[src/rtl/piso_serializer_8bit.sv]
// Parallel-in/serial-out transmitter for the 8-bit serial bit-stream link.
// A word is accepted through a ready/load handshake and shifted out one bit
// per clock, qualified by sValid, followed by a single-cycle done pulse.
module piso_serializer_8bit #(
  parameter int WIDTH     = 8,
  parameter bit LSB_FIRST = 1'b1
) (
  input  logic             clk,
  input  logic             rst,
  input  logic [WIDTH-1:0] pIn,
  input  logic             load,
  output logic             ready,
  output logic             sOut,
  output logic             sValid,
  output logic             busy,
  output logic             done
);

  localparam int CNT_W = $clog2(WIDTH);
  localparam logic [CNT_W-1:0] LAST_BIT = CNT_W'(WIDTH - 1);

  typedef enum logic [1:0] {
    IDLE  = 2'd0,
    SHIFT = 2'd1,
    DONE  = 2'd2
  } stateT;

  stateT            state;
  stateT            stateNext;
  logic [WIDTH-1:0] shReg;
  logic [WIDTH-1:0] shNext;
  logic [CNT_W-1:0] bitCnt;

  // Register the frame state; an asynchronous reset aborts any frame in flight
  always_ff @(posedge clk or negedge rst) begin
    if (!rst) begin
      state <= IDLE;
    end else begin
      state <= stateNext;
    end
  end

  // Shift one place toward the output end, zero-filling the vacated bit
  always_comb begin
    shNext = '0;
    if (LSB_FIRST) begin
      shNext = {1'b0, shReg[WIDTH-1:1]};
    end else begin
      shNext = {shReg[WIDTH-2:0], 1'b0};
    end
  end

  // Capture the word on acceptance, then shift and count once per bit;
  // the counter holds at the last index so it never wraps inside a frame
  always_ff @(posedge clk or negedge rst) begin
    if (!rst) begin
      shReg  <= '0;
      bitCnt <= '0;
    end else begin
      case (state)
        IDLE: begin
          if (load) begin
            shReg  <= pIn;
            bitCnt <= '0;
          end
        end
        SHIFT: begin
          shReg <= shNext;
          if (bitCnt != LAST_BIT) begin
            bitCnt <= bitCnt + CNT_W'(1);
          end
        end
        default: begin
        end
      endcase
    end
  end

  // Advance IDLE -> SHIFT on load, SHIFT -> DONE after the last bit, DONE -> IDLE always
  always_comb begin
    stateNext = state;
    case (state)
      IDLE:    if (load) stateNext = SHIFT;
      SHIFT:   if (bitCnt == LAST_BIT) stateNext = DONE;
      DONE:    stateNext = IDLE;
      default: stateNext = IDLE;
    endcase
  end

  // Decode the handshake and serial outputs from state and the shift register only
  always_comb begin
    ready  = 1'b0;
    sOut   = 1'b0;
    sValid = 1'b0;
    busy   = 1'b0;
    done   = 1'b0;
    case (state)
      IDLE: begin
        ready = 1'b1;
      end
      SHIFT: begin
        busy   = 1'b1;
        sValid = 1'b1;
        sOut   = LSB_FIRST ? shReg[0] : shReg[WIDTH-1];
      end
      DONE: begin
        busy = 1'b1;
        done = 1'b1;
      end
      default: begin
      end
    endcase
  end

endmodule

[config.mk]
export PLATFORM = sky130hd
export DESIGN_NAME = piso_serializer_8bit
export DESIGN_NICKNAME = d
export VERILOG_FILES = /design/src/rtl/piso_serializer_8bit.sv
export SDC_FILE = /design/constraint.sdc
export NUM_CORES = 1
export LEC_CHECK = 0
export BUFFER_PORTS_ARGS = -buffer_cell sky130_fd_sc_hd__buf_4
export CAP_MARGIN = 20
export CORE_MARGIN = 1
export CORE_UTILIZATION = 39
export DETAILED_ROUTE_END_ITERATION = 8
export PLACE_DENSITY = 0.58
export SKIP_LAST_GASP = 1
export SLEW_MARGIN = 25
export SYNTH_ARGS = -nofsm -noshare
export SYNTH_HDL_FRONTEND = slang
export SYNTH_SLANG_ARGS = --single-unit
[constraint.sdc]
create_clock -name clk -period 2.3 [get_ports clk]
set_clock_uncertainty 0.05 [all_clocks]
set_input_delay 0.69 -clock clk [delete_from_list [all_inputs] [get_ports clk]]
set_output_delay 0.69 -clock clk [all_outputs]
set_load 0.01 [all_outputs]
# Word-level counts from Yosys, hierarchy flattened
# Cells that the tools add are included.
[op_classes]
addsub = 1
n_eq_ne = 7
muxes = 13
n_reduce_logical = 6
[ops]
columns = ["cell", "n"]
rows = [
  ["8-bit case mux with 2 select lines", 1],
  ["8-bit 2-to-1 mux", 1],
  ["3-bit 2-to-1 mux", 2],
  ["2-bit inequality test, second input constant", 3],
  ["3-bit case mux with 2 select lines", 1],
  ["1-bit 2-to-1 mux", 5],
  ["2-bit 2-to-1 mux", 2],
  ["2-bit case mux with 2 select lines", 1],
  ["2-bit AND reduction", 2],
  ["3-bit by 1-bit adder with 3-bit output, second input constant", 1],
  ["3-bit == test, second input constant", 1],
  ["3-bit inequality test, second input constant", 1],
  ["3-bit AND reduction", 1],
  ["2-bit by 1-bit == test with 1-bit output, second input constant", 1],
  ["2-bit == test, second input constant", 1],
  ["2-bit logical NOT", 1],
  ["2-bit nonzero test", 1],
  ["2-bit OR reduction", 1],
]
[totals]
ff_bits = 13
input_bits = 11
elab_cells = 30

# Longest topological paths before layout
# Gate-level depths: netlist of the first run.
[logic_depth]
depth_word = 3
depth_mapped = 7
ltp_nobuf = 5

# Worst setup path before layout of the first run
# No wires, ideal clock.
[synth_path]
kind = "register to register"
startpoint = "register state[0]"
endpoint = "register bitCnt[0]"
t_arrival_ps = 1667
required_time_ps = 2125
setup_slack_ps = 458
stages_incl_launch_ff = 8
path_buffers = 2
synth_period_minus_slack_ps = 1842
path_cell_list = "dfrtp_1 inv_1 ha_1 buf_6 nor2b_4 buf_6 a211oi_4 mux2_4"
[synth_via]
elab_chain_len = 3
elab_cells_between_ends = 7
classes_between = "eq/ne: 3; mux: 1; reduce/logical: 3"
[synth_lines]
columns = ["item", "line", "text"]
rows = [
  ["start, declared", "28", "stateT state;"],
  ["start signal, assigned", "39", "state <= stateNext;"],
  ["2-bit by 1-bit == test with 1-bit output or 2-bit logical NOT (tied branches)", "60", "case (state)"],
  ["2-bit inequality test (no line) or 2-bit nonzero test (tied branches)", "--", ""],
  ["3-bit AND reduction (no line)", "--", ""],
  ["end signal, assigned", "70", "bitCnt <= bitCnt + CNT_W'(1);"],
  ["end, declared", "32", "logic [CNT_W-1:0] bitCnt;"],
]
# Parallel ways exist; a longest one is shown, timed or not.
# A chain may end at the register's enable or synchronous reset.

# Final worst setup path of the first run
[layout_path]
startpoint = "register state[1]"
endpoint = "output port sValid"
[layout_via]
elab_chain_len = 2
[layout_lines]
columns = ["item", "line", "text"]
rows = [
  ["2-bit by 1-bit == test with 1-bit output", "97", "case (state)"],
  ["1-bit 2-to-1 mux", "97", ""],
  ["end, declared", "14", "output logic sValid,"],
]
# No other way between the ends.

==> impl_metrics.env, run 1 <==
export IMPL_status="finished, final reports clean"
export IMPL_powerDensity_nw_per_um2=1199
export IMPL_cts_max_level=1
export IMPL_fp_dieH_um=47.95
export IMPL_num_vias=606
export IMPL_hold_violations=0
export IMPL_rsz0062_at_grt="no"
export IMPL_syn_inst=79
export IMPL_r2r_start="state[1]"
export IMPL_diodes=0
export IMPL_clockBufferDepth=2
export IMPL_wl_per_cell_um=13.05
export IMPL_slew_viol_final=0
export IMPL_min_period_over_period_pct=91.00
export IMPL_post_route_util_pct=48.86
export IMPL_synth_edf_count=0
export IMPL_netlist_area_um2=823.3
export IMPL_drt_wl_total_um=1579
export IMPL_postRouteAntennaNets=0
export IMPL_drt_pass1_iterations=4
export IMPL_clk_latency_ps=270
export IMPL_ys_types=23
export IMPL_drtIter0Drc=28
export IMPL_hpwl_um=1139
export IMPL_grt_pass1_wl_um=2387
export IMPL_grt_max_degree=14
export IMPL_nets=113
export IMPL_path_delay_family="flip-flops"
export IMPL_critPathBufInv=2
export IMPL_layout_min_cycle_time_ps=2093
export IMPL_maxCapViolations=0
export IMPL_yosysWarnings=0
export IMPL_io_buffers=15
export IMPL_crit_type="flop to output pin"
export IMPL_post_cts_repair_setup_buffers=0
export IMPL_hold_class="primary input to async pin"
export IMPL_setup_viol=0
export IMPL_io_pins=16
export IMPL_grt_pass1_vias=499
export IMPL_synth_most_common_cell="dfrtp_1"
export IMPL_leakage_nw=0.4568
export IMPL_syn_avg_cell_area_um2=10.42
export IMPL_drc=0
export IMPL_cts_clk_slew_worst_paths_ps=80
export IMPL_cts_tree="done"
export IMPL_num_rows=16
export IMPL_yosys_top_cells_area="dfrtp_1 (40%), ha_1 (11%), a221o_1 (8.5%)"
export IMPL_synth_top_area_cell="dfrtp_1"
export IMPL_coreArea_um2=1982
export IMPL_antenna_found_initial=0
export IMPL_yosys_top_cells_count="dfrtp_1 (13), a21oi_1 (8), a221o_1 (7), ha_1 (7)"
export IMPL_worst_slew_pin_slew_ps=318.5
export IMPL_track_usage_pct=15.16
export IMPL_synth_top_area_share_pct=39.51
export IMPL_die_area_um2=2299
export IMPL_ys_async_sr_fraction_pct=100.0
export IMPL_vdd_ir_drop_max_v=0.0005306
export IMPL_timing_fmax_ghz=0.4778
export IMPL_syn_nets=97
export IMPL_cts_hold_buffers=0
export IMPL_die_x_um=47.95
export IMPL_crit_fanout=9
export IMPL_n_fill_cell=181
export IMPL_cp_required_ps=1560
export IMPL_worst_setup_path_start_kind="flop"
export IMPL_layout_drive_gt1_share_pct=28.72
export IMPL_critical_path_slowest_cell="dfrtp_1"
export IMPL_synth_seq_cells=13
export IMPL_crit_path_end_kind="output pin"
export IMPL_globalRoute_totalOverflow=0
export IMPL_gp_congestion=0.7315
export IMPL_crit_path_cell_trace="inv_1 > ha_1 > buf_4"
export IMPL_crit_path_start="state[1]"
export IMPL_ys_seq_area_share_pct=39.51
export IMPL_routed_via_density=5.008
export IMPL_arrival_ps=1350
export IMPL_start_util_pct=41.54
export IMPL_slew_headroom_pct=78.77
export IMPL_ff2ff_path_depth=5
export IMPL_syn_to_final_growth_pct=17.63
export IMPL_cts_buffers=3
export IMPL_cts_root_buf="clkbuf_4"
export IMPL_cp_num_cells=3
export IMPL_ys_flop_type="dfrtp_1"
export IMPL_fin_tns_setup_ps=0
export IMPL_slowest_delay_ps=410
export IMPL_clock_sinks=13
[final timing paths]
| path | endpoint | slack (ps) |
|---|---|---|
| setup / recovery | sValid | 210 |
| max in group asynchronous | bitCnt[2] | 1840 |
| hold reg to reg | shReg[7] | 470 |
| hold / removal | shReg[4] | 200 |
| min in group clk | shReg[7] | 470 |
| setup reg to reg | bitCnt[0] | 470 |
[worst reg2reg max path, delay by kind of cell, from the launching register on]
family	cells	cell delay (ps)
multiplexers	1	300
adder cells (fa/ha/maj)	1	360
AND/OR/NAND/NOR	1	360
buffers and inverters	1	130
AO/OA/AOI/OAI	1	100
flip-flops	1	410
[cell usage in the layout, fill, tap and decap left out, types with 3 or more instances in the layout]
cell type,count
clkbuf_4,3
a21oi_1,8
inv_1,5
nor2_1,3
nand3_1,6
dfrtp_1,13
a221o_1,7
nand2_1,3
ha_1,6
buf_4,17
nand2b_1,6
[area by class of cell]
cell class                      instances  area (um^2)  share of cell area (%)
Timing Repair Buffer                   17        127.6                   13.18
Inverter                                5        18.77                   1.938
Tap cell                               27        33.78                   3.488
Sequential cell                        13        325.3                   33.59
Multi-Input combinational cell         55        435.4                   44.96
Clock inverter                          1        5.005                  0.5168
Clock buffer                            3        22.52                   2.326
[report_power, final]
| part | total (W) | internal [W] | switching (W) |
|---|---|---|---|
| logic | 0.000641 | 0.000324 | 0.000317 |
| clock network | 0.000137 | 0.0000643 | 0.0000731 |
| registers | 0.000383 | 0.000317 | 0.0000665 |
[sequential cells by signal, indices dropped and copies added, names as in the netlist]
signal and flops:
bitCnt 3, shReg 8, state 2
[timing repair]
item                                    in CTS  in global routing
endpoints found under the setup margin       0                  1
resized for setup                            0                  1
endpoints found under the hold margin        0                  0
[cell families (layout without fill, tap and decap cells)]
kind of cell | after synthesis | count (layout) | synth area share (%)
fa+ha+maj | 7 | 7 | 10.64
flops | 13 | 13 | 39.51
simple gates | 25 | 25 | 18.54
mux | 4 | 4 | 5.623
compound gates | 19 | 19 | 17.78
buf+inv | 11 | 26 | 7.902
[metrics by stage]
| step | worst slack [ps] | total power [W] | hold slack [ps] | instance area, um^2 | cells |
|---|---|---|---|---|---|
| 2_1_floorplan | 457.5 | 0.0008754 | 344.4 | 823.3 | 79 |
| 3_3_place_gp | 431.0 | 0.001010 | 460.2 | 938.4 | 117 |
| 3_5_place_dp | 355.9 | 0.001020 | 459.2 | 938.4 | 117 |
| 4_1_cts | 60.69 | 0.001166 | 191.7 | 965.9 | 121 |
| 5_1_grt | 134.0 | 0.001260 | 196.0 | 968.4 | 121 |
| 6_report | 207.1 | 0.001161 | 196.6 | 968.4 | 121 |
[metal layers]
layer	routed length [um]	vias to the layer above	global-route usage, %
met5	0	-	0
met1	849	283	24.59
li1	-	309	-
met3	44	2	2.264
met2	677	12	20.00
met4	8	0	5.000
Note: power is estimated with default switching activity, not from simulation.
==> run 2: changes to the inputs <==
--- a/config.mk
+++ b/config.mk
@@ -5,6 +5,7 @@
 export SDC_FILE = /design/constraint.sdc
 export NUM_CORES = 1
 export LEC_CHECK = 0
+export ABC_AREA = 1
 export BUFFER_PORTS_ARGS = -buffer_cell sky130_fd_sc_hd__buf_4
 export CAP_MARGIN = 20
 export CORE_MARGIN = 1
==> impl_metrics.env, run 2 <==
export IMPL_cp_required_ps=1560
export IMPL_drt_wl_total_um=1577
export IMPL_setup_viol=0
export IMPL_fp_dieH_um=47.03
export IMPL_synth_seq_cells=13
export IMPL_ys_flop_type="dfrtp_1"
export IMPL_drtIter0Drc=22
export IMPL_syn_to_final_growth_pct=21.04
export IMPL_min_period_over_period_pct=86.82
export IMPL_layout_common_cells="nand2_1 (61), buf_4 (16), dfrtp_1 (13)"
export IMPL_cts_hold_buffers=0
export IMPL_r2r_start="state[1]"
export IMPL_worst_slew_pin_slew_ps=208.7
export IMPL_io_pins=16
export IMPL_ys_seq_area_share_pct=41.14
export IMPL_worst_setup_path_start_kind="flop"
export IMPL_gp_congestion=0.7556
export IMPL_r2r_slack_ps=830
export IMPL_die_area_um2=2212
export IMPL_drc=0
export IMPL_routed_via_density=4.543
export IMPL_diodes=0
export IMPL_io_buffers=15
export IMPL_synth_edf_count=0
export IMPL_crit_type="flop to output pin"
export IMPL_grt_pass1_wl_um=2553
export IMPL_crit_path_end_kind="output pin"
export IMPL_start_util_pct=43.44
export IMPL_wl_per_cell_um=10.44
export IMPL_slew_headroom_pct=86.07
export IMPL_fin_tns_setup_ps=0
export IMPL_num_rows=15
export IMPL_drt_pass1_iterations=4
export IMPL_clock_sinks=13
export IMPL_timing_fmax_ghz=0.5008
export IMPL_track_usage_pct=16.84
export IMPL_hold_class="primary input to async pin"
export IMPL_post_route_util_pct=52.58
export IMPL_layout_min_cycle_time_ps=1997
export IMPL_yosysWarnings=0
export IMPL_syn_avg_cell_area_um2=7.390
export IMPL_synth_most_common_cell="nand2_1"
export IMPL_place_ws_ps=610.6
export IMPL_final_common_cell="nand2_1"
export IMPL_syn_nets=125
export IMPL_coreArea_um2=1821
export IMPL_clockBufferDepth=2
export IMPL_regMostFlops="shReg"
export IMPL_hpwl_um=1157
export IMPL_cts_root_buf="clkbuf_4"
export IMPL_hold_violations=0
export IMPL_powerDensity_nw_per_um2=1281
export IMPL_vdd_ir_drop_max_v=0.0006080
export IMPL_ys_types=12
export IMPL_ff2ff_path_depth=8
export IMPL_globalRoute_totalOverflow=0
export IMPL_slew_viol_final=0
export IMPL_cts_resized=0
export IMPL_cts_buffers=3
export IMPL_status="finished, final reports clean"
export IMPL_netlist_area_um2=790.8
export IMPL_grt_pass1_vias=570
export IMPL_cts_max_level=1
export IMPL_reg_top3="shReg x8, bitCnt x3, state x2"
export IMPL_maxCapViolations=0
export IMPL_die_x_um=47.03
export IMPL_synth_top_area_cell="dfrtp_1"
export IMPL_nets=145
export IMPL_yosys_top_cells_count="nand2_1 (61), dfrtp_1 (13), inv_1 (9), ha_1 (7), nand3_1 (6)"
export IMPL_layout_drive_gt1_share_pct=21.43
export IMPL_timing_final_ws_setup_ps=303.1
export IMPL_leakage_nw=0.5821
export IMPL_rsz0062_at_grt="no"
export IMPL_ys_async_sr_fraction_pct=100.0
export IMPL_num_vias=686
export IMPL_power_w=0.001226
export IMPL_antenna_found_initial=0
export IMPL_r2r_end="shReg[6]"
export IMPL_post_cts_repair_setup_buffers=0
export IMPL_grt_max_degree=14
export IMPL_cts_tree="done"
export IMPL_arrival_ps=1260
export IMPL_crit_fanout=4
export IMPL_synth_top_area_share_pct=41.14
export IMPL_postRouteAntennaNets=0
export IMPL_yosys_top_cells_area="dfrtp_1 (41%), nand2_1 (29%), ha_1 (11%)"
export IMPL_clk_latency_ps=270
export IMPL_cts_clk_slew_worst_paths_ps=80
export IMPL_largest_reg_flops=8
export IMPL_syn_inst=107
export IMPL_finalHoldWorstSlack_ps=195.8
## run 2: cell types whose count changed after synthesis, moves of 3 or more
cell,before,now
nand2_2,0,3
a21oi_1,8,0
nand2_1,3,61
nand2_4,0,3
nand2b_1,6,0
inv_1,5,9
a221o_1,7,0
## run 2: worst max-delay path by stage
stage	start	end	slack, ps
after floorplan	state[1]	sOut	750
after global placement	state[1]	sOut	640
after detailed placement	state[1]	sOut	610
after CTS	state[1]	sOut	290
after global routing	state[1]	sOut	220
final	state[1]	sOut	300
## run 2: final cells by class
cell class / instances / area (um^2)
sequential: 13 / 325.3
fill: 196 / 863.3
tap: 25 / 31.28
timing repair buffer: 16 / 120.1
clock buffer: 4 / 26.28
inverter: 11 / 46.29
multi-input combinational: 82 / 407.9
## run 2: power breakdown
part           internal [W]  switching, W
clock             0.0000671     0.0000739
sequential         0.000328     0.0000576
combinational      0.000262      0.000438
## run 2: kinds of logic (layout without fill, tap and decap cells)
logic type | after synthesis | after routing | share of synthesized area, %
flip-flops | 13 | 13 | 41.14
AND/OR/NAND/NOR | 74 | 74 | 39.87
buffers and inverters | 12 | 31 | 7.278
AO/OA/AOI/OAI | 1 | 1 | 0.6323
adder cells (fa/ha/maj) | 7 | 7 | 11.08
## run 2: worst max-delay path: stages (launching register included)
cell     delay (ps)
dfrtp_1         400
inv_1           130
ha_1            230
nand2_1          70
inv_1            50
buf_4           110
## run 2: metal layers
| metal | track usage (%) | share of wire, % | up-vias |
|---|---|---|---|
| li1 | - | - | 362 |
| met1 | 23.92 | 50 | 314 |
| met2 | 25.00 | 46 | 8 |
| met3 | 3.462 | 2.6 | 2 |
| met4 | 6.857 | 0.63 | 0 |
| met5 | 0 | 0 | - |
## run 2: per-stage QoR
stage | instance area, um^2 | std cells
after global routing | 957.2 | 151
after global placement | 930.9 | 147
after floorplan | 790.8 | 107
after CTS | 957.2 | 151
final | 957.2 | 151
after detailed placement | 930.9 | 147
